`config.mk`:
```
export PLATFORM = sky130hd
export DESIGN_NAME = ifetch_queue
export DESIGN_NICKNAME = d
export VERILOG_FILES = /design/src/rtl/mips_pkg.sv /design/src/rtl/ifq_fifo.sv /design/src/rtl/ifetch_queue.sv
export SDC_FILE = /design/constraint.sdc
export NUM_CORES = 1
export LEC_CHECK = 0
export CAP_MARGIN = 0
export CORE_ASPECT_RATIO = 0.7
export CORE_MARGIN = 3
export CORE_UTILIZATION = 55
export DETAILED_ROUTE_END_ITERATION = 8
export PLACE_DENSITY_LB_ADDON = 0.25
export SLEW_MARGIN = 20
export SYNTH_ARGS = -nofsm -noshare
export SYNTH_HDL_FRONTEND = slang
export SYNTH_SLANG_ARGS = --single-unit
```
`constraint.sdc`:
```
create_clock -name clk -period 5 [get_ports clk]
set_clock_uncertainty 0.05 [all_clocks]
set_input_delay 1 -clock clk [delete_from_list [all_inputs] [get_ports clk]]
set_output_delay 1 -clock clk [all_outputs]
set_load 0.005 [all_outputs]
```
`src/rtl/mips_pkg.sv`:
```
// Shared types and defaults for the fetch front end.
package mips_pkg;

  localparam int unsigned INSTR_W          = 32;
  localparam int unsigned ADDR_W_DEFAULT   = 32;
  localparam logic [31:0] RESET_PC_DEFAULT = 32'h0000_0000;

  typedef enum logic {
    FETCH = 1'b0,
    DRAIN = 1'b1
  } ifq_state_t;

  // Width of a counter that must hold the values 0..depth inclusive.
  function automatic int unsigned cnt_width(input int unsigned depth);
    return $clog2(depth + 1);
  endfunction

endpackage

```
`src/rtl/ifq_fifo.sv`:
```
// Instruction queue storage: DEPTH entries, wrap-bit pointers, synchronous clear.
module ifq_fifo #(
  parameter int unsigned DEPTH = 4,
  parameter int unsigned WIDTH = 64
) (
  input  logic                         clk,
  input  logic                         reset,
  input  logic                         clear,
  input  logic                         wr_en,
  input  logic [WIDTH-1:0]             wr_data,
  input  logic                         rd_en,
  output logic [WIDTH-1:0]             rd_data,
  output logic                         empty,
  output logic [$clog2(DEPTH+1)-1:0]   occupancy
);

  localparam int unsigned PTR_W = $clog2(DEPTH);
  localparam int unsigned CNT_W = $clog2(DEPTH + 1);

  logic [PTR_W:0]   wr_ptr_q, wr_ptr_d;
  logic [PTR_W:0]   rd_ptr_q, rd_ptr_d;
  logic [WIDTH-1:0] mem_q [DEPTH];
  logic             full;

  // Status flags and pointer advance; clear wins over any push or pop.
  always_comb begin
    empty     = (wr_ptr_q == rd_ptr_q);
    full      = (wr_ptr_q[PTR_W] != rd_ptr_q[PTR_W]) &&
                (wr_ptr_q[PTR_W-1:0] == rd_ptr_q[PTR_W-1:0]);
    occupancy = CNT_W'(wr_ptr_q - rd_ptr_q);
    rd_data   = mem_q[rd_ptr_q[PTR_W-1:0]];
    wr_ptr_d  = wr_ptr_q;
    rd_ptr_d  = rd_ptr_q;
    if (clear) begin
      wr_ptr_d = '0;
      rd_ptr_d = '0;
    end else begin
      if (wr_en)          wr_ptr_d = wr_ptr_q + (PTR_W+1)'(1);
      if (rd_en && !empty) rd_ptr_d = rd_ptr_q + (PTR_W+1)'(1);
    end
  end

  // Pointer registers.
  always_ff @(posedge clk) begin
    if (reset) begin
      wr_ptr_q <= '0;
      rd_ptr_q <= '0;
    end else begin
      wr_ptr_q <= wr_ptr_d;
      rd_ptr_q <= rd_ptr_d;
    end
  end

  // Entry storage; contents are meaningless outside the pointer window.
  always_ff @(posedge clk) begin
    if (wr_en && !clear && !reset) begin
      mem_q[wr_ptr_q[PTR_W-1:0]] <= wr_data;
    end
  end

  // The credit scheme upstream must never push into a full queue.
  always_ff @(posedge clk) begin
    if (!reset && !clear) begin
      assert (!(wr_en && full));
    end
  end

endmodule

```
`src/rtl/ifetch_queue.sv`:
```
// Instruction fetch stage: issues in-order word reads, buffers returns with
// their PC, hands them to decode, and flushes on redirect.
// Optional same-cycle response bypass when IFETCH_BYPASS_EN is defined.
module ifetch_queue
  import mips_pkg::*;
#(
  parameter int unsigned        DEPTH    = 4,
  parameter int unsigned        ADDR_W   = ADDR_W_DEFAULT,
  parameter logic [ADDR_W-1:0]  RESET_PC = ADDR_W'(RESET_PC_DEFAULT)
) (
  input  logic                clk,
  input  logic                reset,
  output logic                mem_req_valid,
  output logic [ADDR_W-1:0]   mem_req_addr,
  input  logic                mem_req_ready,
  input  logic                mem_rsp_valid,
  input  logic [INSTR_W-1:0]  mem_rsp_data,
  input  logic                redirect,
  input  logic [ADDR_W-1:0]   redirect_pc,
  output logic                instr_valid,
  output logic [INSTR_W-1:0]  instr,
  output logic [ADDR_W-1:0]   instr_pc,
  input  logic                instr_ready
);

  localparam int unsigned CNT_W   = cnt_width(DEPTH);
  localparam int unsigned ENTRY_W = ADDR_W + INSTR_W;

  ifq_state_t          state_q, state_d;
  logic [ADDR_W-1:0]   fetch_pc_q, fetch_pc_d;
  logic [ADDR_W-1:0]   ret_pc_q, ret_pc_d;
  logic [CNT_W-1:0]    outstanding_q, outstanding_d;
  logic [CNT_W-1:0]    discard_q, discard_d;

  logic                req_valid_c;
  logic                req_fire;
  logic                rsp_take;
  logic                rsp_accept;
  logic                bypass_c;
  logic                push;
  logic                pop;
  logic [CNT_W:0]      inflight_total;
  logic [ADDR_W-1:0]   redirect_pc_aligned;

  logic                fifo_empty;
  logic [CNT_W-1:0]    occupancy;
  logic [ENTRY_W-1:0]  head;

  ifq_fifo #(
    .DEPTH (DEPTH),
    .WIDTH (ENTRY_W)
  ) u_fifo (
    .clk       (clk),
    .reset     (reset),
    .clear     (redirect),
    .wr_en     (push),
    .wr_data   ({ret_pc_q, mem_rsp_data}),
    .rd_en     (pop),
    .rd_data   (head),
    .empty     (fifo_empty),
    .occupancy (occupancy)
  );

  // Handshake decode: request credit, response acceptance, bypass and queue ports.
  always_comb begin
    redirect_pc_aligned = redirect_pc & ~ADDR_W'(3);
    inflight_total      = (CNT_W+1)'(occupancy) + (CNT_W+1)'(outstanding_q);
    req_valid_c         = !reset && (state_q == FETCH) &&
                          (inflight_total < (CNT_W+1)'(DEPTH));
    req_fire            = req_valid_c && mem_req_ready;
    // A response with nothing outstanding is a protocol error and is ignored.
    rsp_take            = !reset && mem_rsp_valid && (outstanding_q != '0);
    rsp_accept          = rsp_take && (discard_q == '0) && !redirect;
`ifdef IFETCH_BYPASS_EN
    bypass_c            = fifo_empty && rsp_accept;
`else
    bypass_c            = 1'b0;
`endif
    push                = rsp_accept && !(bypass_c && instr_ready);
    pop                 = !reset && !fifo_empty && instr_ready;

    mem_req_valid       = req_valid_c;
    mem_req_addr        = fetch_pc_q;
    instr_valid         = !reset && (!fifo_empty || bypass_c);
    instr               = bypass_c ? mem_rsp_data : head[INSTR_W-1:0];
    instr_pc            = bypass_c ? ret_pc_q     : head[ENTRY_W-1:INSTR_W];
  end

  // Next-state: PCs, in-flight/discard accounting and FETCH/DRAIN selection.
  always_comb begin
    fetch_pc_d    = fetch_pc_q;
    ret_pc_d      = ret_pc_q;
    discard_d     = discard_q;
    outstanding_d = outstanding_q + CNT_W'(req_fire) - CNT_W'(rsp_take);
    if (redirect) begin
      fetch_pc_d = redirect_pc_aligned;
      ret_pc_d   = redirect_pc_aligned;
      // Everything still in flight after this edge belongs to the old path.
      discard_d  = outstanding_d;
    end else begin
      if (req_fire)   fetch_pc_d = fetch_pc_q + ADDR_W'(4);
      if (rsp_accept) ret_pc_d   = ret_pc_q + ADDR_W'(4);
      if (rsp_take && (discard_q != '0)) discard_d = discard_q - CNT_W'(1);
    end
    state_d = (discard_d != '0) ? DRAIN : FETCH;
  end

  // State registers.
  always_ff @(posedge clk) begin
    if (reset) begin
      state_q       <= FETCH;
      fetch_pc_q    <= RESET_PC;
      ret_pc_q      <= RESET_PC;
      outstanding_q <= '0;
      discard_q     <= '0;
    end else begin
      state_q       <= state_d;
      fetch_pc_q    <= fetch_pc_d;
      ret_pc_q      <= ret_pc_d;
      outstanding_q <= outstanding_d;
      discard_q     <= discard_d;
    end
  end

  // Memory must not return more words than were requested.
  always_ff @(posedge clk) begin
    if (!reset) begin
      assert (!(mem_rsp_valid && (outstanding_q == '0)));
    end
  end

endmodule

```
==> reports/metrics.yaml <==
ios: 168
design_power_total_w: 0.005945
die_h_um: 135.4
area_growth_pct: 23.97
drt-total-wl_um: 29150
grt.overflow.total: 0
yosysTopAreaCell: "edfxtp_1"
grt.total_usage_pct: 22.86
cts_setup_buffers: 0
final_layout_size_suffix_gt1_share_pct: 14.12
leakagePower_nw: 5.359
ys_async_sr_fraction_pct: 0
arrival_ns: 3.31
core-area_mm2: 0.02308
path_clk_slew_ns: 0.07
cts_hold_buf: 0
reg2regPathDepth: 19
setup_viol: 0
min_path_type: "reg -> reg"
rows: 46
yosys.cell_types.count: 53
cp-start-kind: "flip-flop"
crit_fanout: 4
rsz0062_at_grt: "false"
period_share_pct: 87.17
final_nets: 1098
layout_min_cycle_time_ns: 4.358
post-route-util_pct: 70.68
clock_sinks: 323
synth_area_leaders: "edfxtp_1 57%, dfxtp_1 11%, mux4_2 11%, a21boi_0 2.4%, xor2_1 2.3%"
synth-edff-count: 248
tns_ns: 0
syn_area_mm2: 0.01316
criticalPathCategory: "reg -> out"
worst_slack_ns: 0.6416
postRouteAntennaNets: 0
status: "finished clean"
dpl_worst_slack_ns: 0.6413
peakVddDrop_v: 0.0002768
tritoncts: "yes"
drv_slew: 0
via_per_inst: 5.860
syn_area_per_cell_um2: 15.85
grt_pass1_vias: 7913
maxSlewHeadroom_pct: 37.35
syn_inst: 830
seq_area_frac_synth_pct: 68.01
hold_viol: 0
post_cts_resized: 0
cp-end-kind: "output pin"
antenna_found_initial: 0
htreeDepth: 1
gp_routability_congestion: 0.8130
synth_flop_cell: "edfxtp_1"
grt_start_max_net_pins: 63
die_w_um: 190.9
start_util_pct: 57.01
worstMarginPinSlew_ns: 0.9397
grt_pass1_wl_um: 45480
cap_viol_max_count: 0
ys_ff_latch: 323
insertion_delay_ns: 0.56
wl_per_cell_um: 21.65
critPathRequiredTime_ns: 3.95
power-per-cell-area_mw_per_mm2: 364.5
yosysTopAreaCellShare_pct: 56.60
dieArea_mm2: 0.02584
port_buffers: 161
drtIter0Drc: 736
diodes: 0
clk_path_buf_depth: 3
hold_depth: 2
numCtsBuffers: 30
vias: 7888
dr.pass1.iters: 5
n_fill_cell: 1500
cts-root-buf: "clkbuf_16"
drc: 0
ys_warn_count: 0
hpwl_um: 19390
clock.fmax_ghz: 0.2294
## final timing paths
kind / startpoint / end / slack, ns
worst max-delay path: u_fifo.wr_ptr_q[0] / mem_req_valid / 0.64
worst min register to register: u_fifo.rd_ptr_q[1] / flip-flop / 0.46
worst max register to register: u_fifo.wr_ptr_q[0] / state_q / 0.65
worst min-delay path: u_fifo.rd_ptr_q[1] / flip-flop / 0.46
## cell usage in the layout (no fill, tap or decap), drive strengths merged, types with 6 or more instances in the layout
master	n
a21boi	42
a21oi	31
and3	12
buf	27
bufinv	6
clkbuf	34
clkdlybuf4s50	160
clkinv	15
dfxtp	75
edfxtp	248
ha	15
inv	40
mux4	62
nand2	27
nand3	26
nand4	33
nor2	25
nor3	15
nor4	12
o31a	8
xnor2	21
xor2	35
## sequential cells by signal, indices dropped and copies added, names as in the netlist, named ones only
| name | flops |
|---|---|
| u_fifo.rd_ptr_q | 3 |
| u_fifo.mem_q | 248 |
| ret_pc_q | 30 |
| mem_req_addr | 30 |
| discard_q | 3 |
| outstanding_q | 3 |
| u_fifo.wr_ptr_q | 3 |
| state_q | 1 |
## layout make-up
type	count	area [um2]	share of cell area [%]
repair buffers	187	1877	11.51
inverters	41	153.9	0.9435
clock inverters	21	261.5	1.603
well taps	312	390.4	2.393
multi-input cells	428	3900	23.91
clock buffers	34	775.7	4.756
flip-flops and latches	323	8954	54.89
## logic make-up after synthesis
logic type      synth area share [%]
flops                          68.01
simple gates                   7.817
compound gates                 5.221
buf+inv                        2.472
mux                            10.99
xor+xnor                       3.728
fa+ha+maj                      1.731
other cells                  0.02850
## worst max-delay path: stages, from the launching register on
cell and delay, ns:
dfxtp_1 0.35, inv_1 0.13, ha_1 0.16, inv_1 0.05, fa_1 0.37, xor2_1 0.18
ha_1 0.20, or4_4 0.55, nor3_1 0.24, clkdlybuf4s50_1 0.55
## stage by stage
stage | hold slack (ns) | cell area [um2] | cells
2_1_floorplan | 0.4171 | 13170 | 833
3_3_place_gp | 0.4324 | 15270 | 1291
3_5_place_dp | 0.4507 | 15270 | 1291
4_1_cts | 0.4720 | 16310 | 1346
5_1_grt | 0.5086 | 16310 | 1346
6_report | 0.4586 | 16310 | 1346
## per-layer routing
layer	track usage, %	part of all wire [%]	vias up
li1	-	-	3583
met1	34.90	45	3947
met2	35.20	45	316
met3	4.344	8.0	42
met4	4.196	1.6	0
met5	0	0	-
## cell usage after synthesis (11+ instances only)
master	count
clkbuf_1	26
nor4_1	11
nor2_1	25
nand3_1	25
inv_1	41
xnor2_1	21
xor2_1	35
a21boi_0	42
nand4_1	33
nand2_1	27
edfxtp_1	248
mux4_2	62
and3_1	12
dfxtp_1	75
ha_1	15
a21oi_1	31
nor3_1	15
## report_power, final
| group | internal (W) | switching, W | total [W] |
|---|---|---|---|
| Clock | 0.00142 | 0.000949 | 0.00237 |
| Combinational | 0.000267 | 0.000233 | 0.000501 |
| Sequential | 0.00298 | 0.0000950 | 0.00308 |
| Total | 0.00467 | 0.00128 | 0.00595 |
No activity file was read; power rests on OpenSTA's default activity.
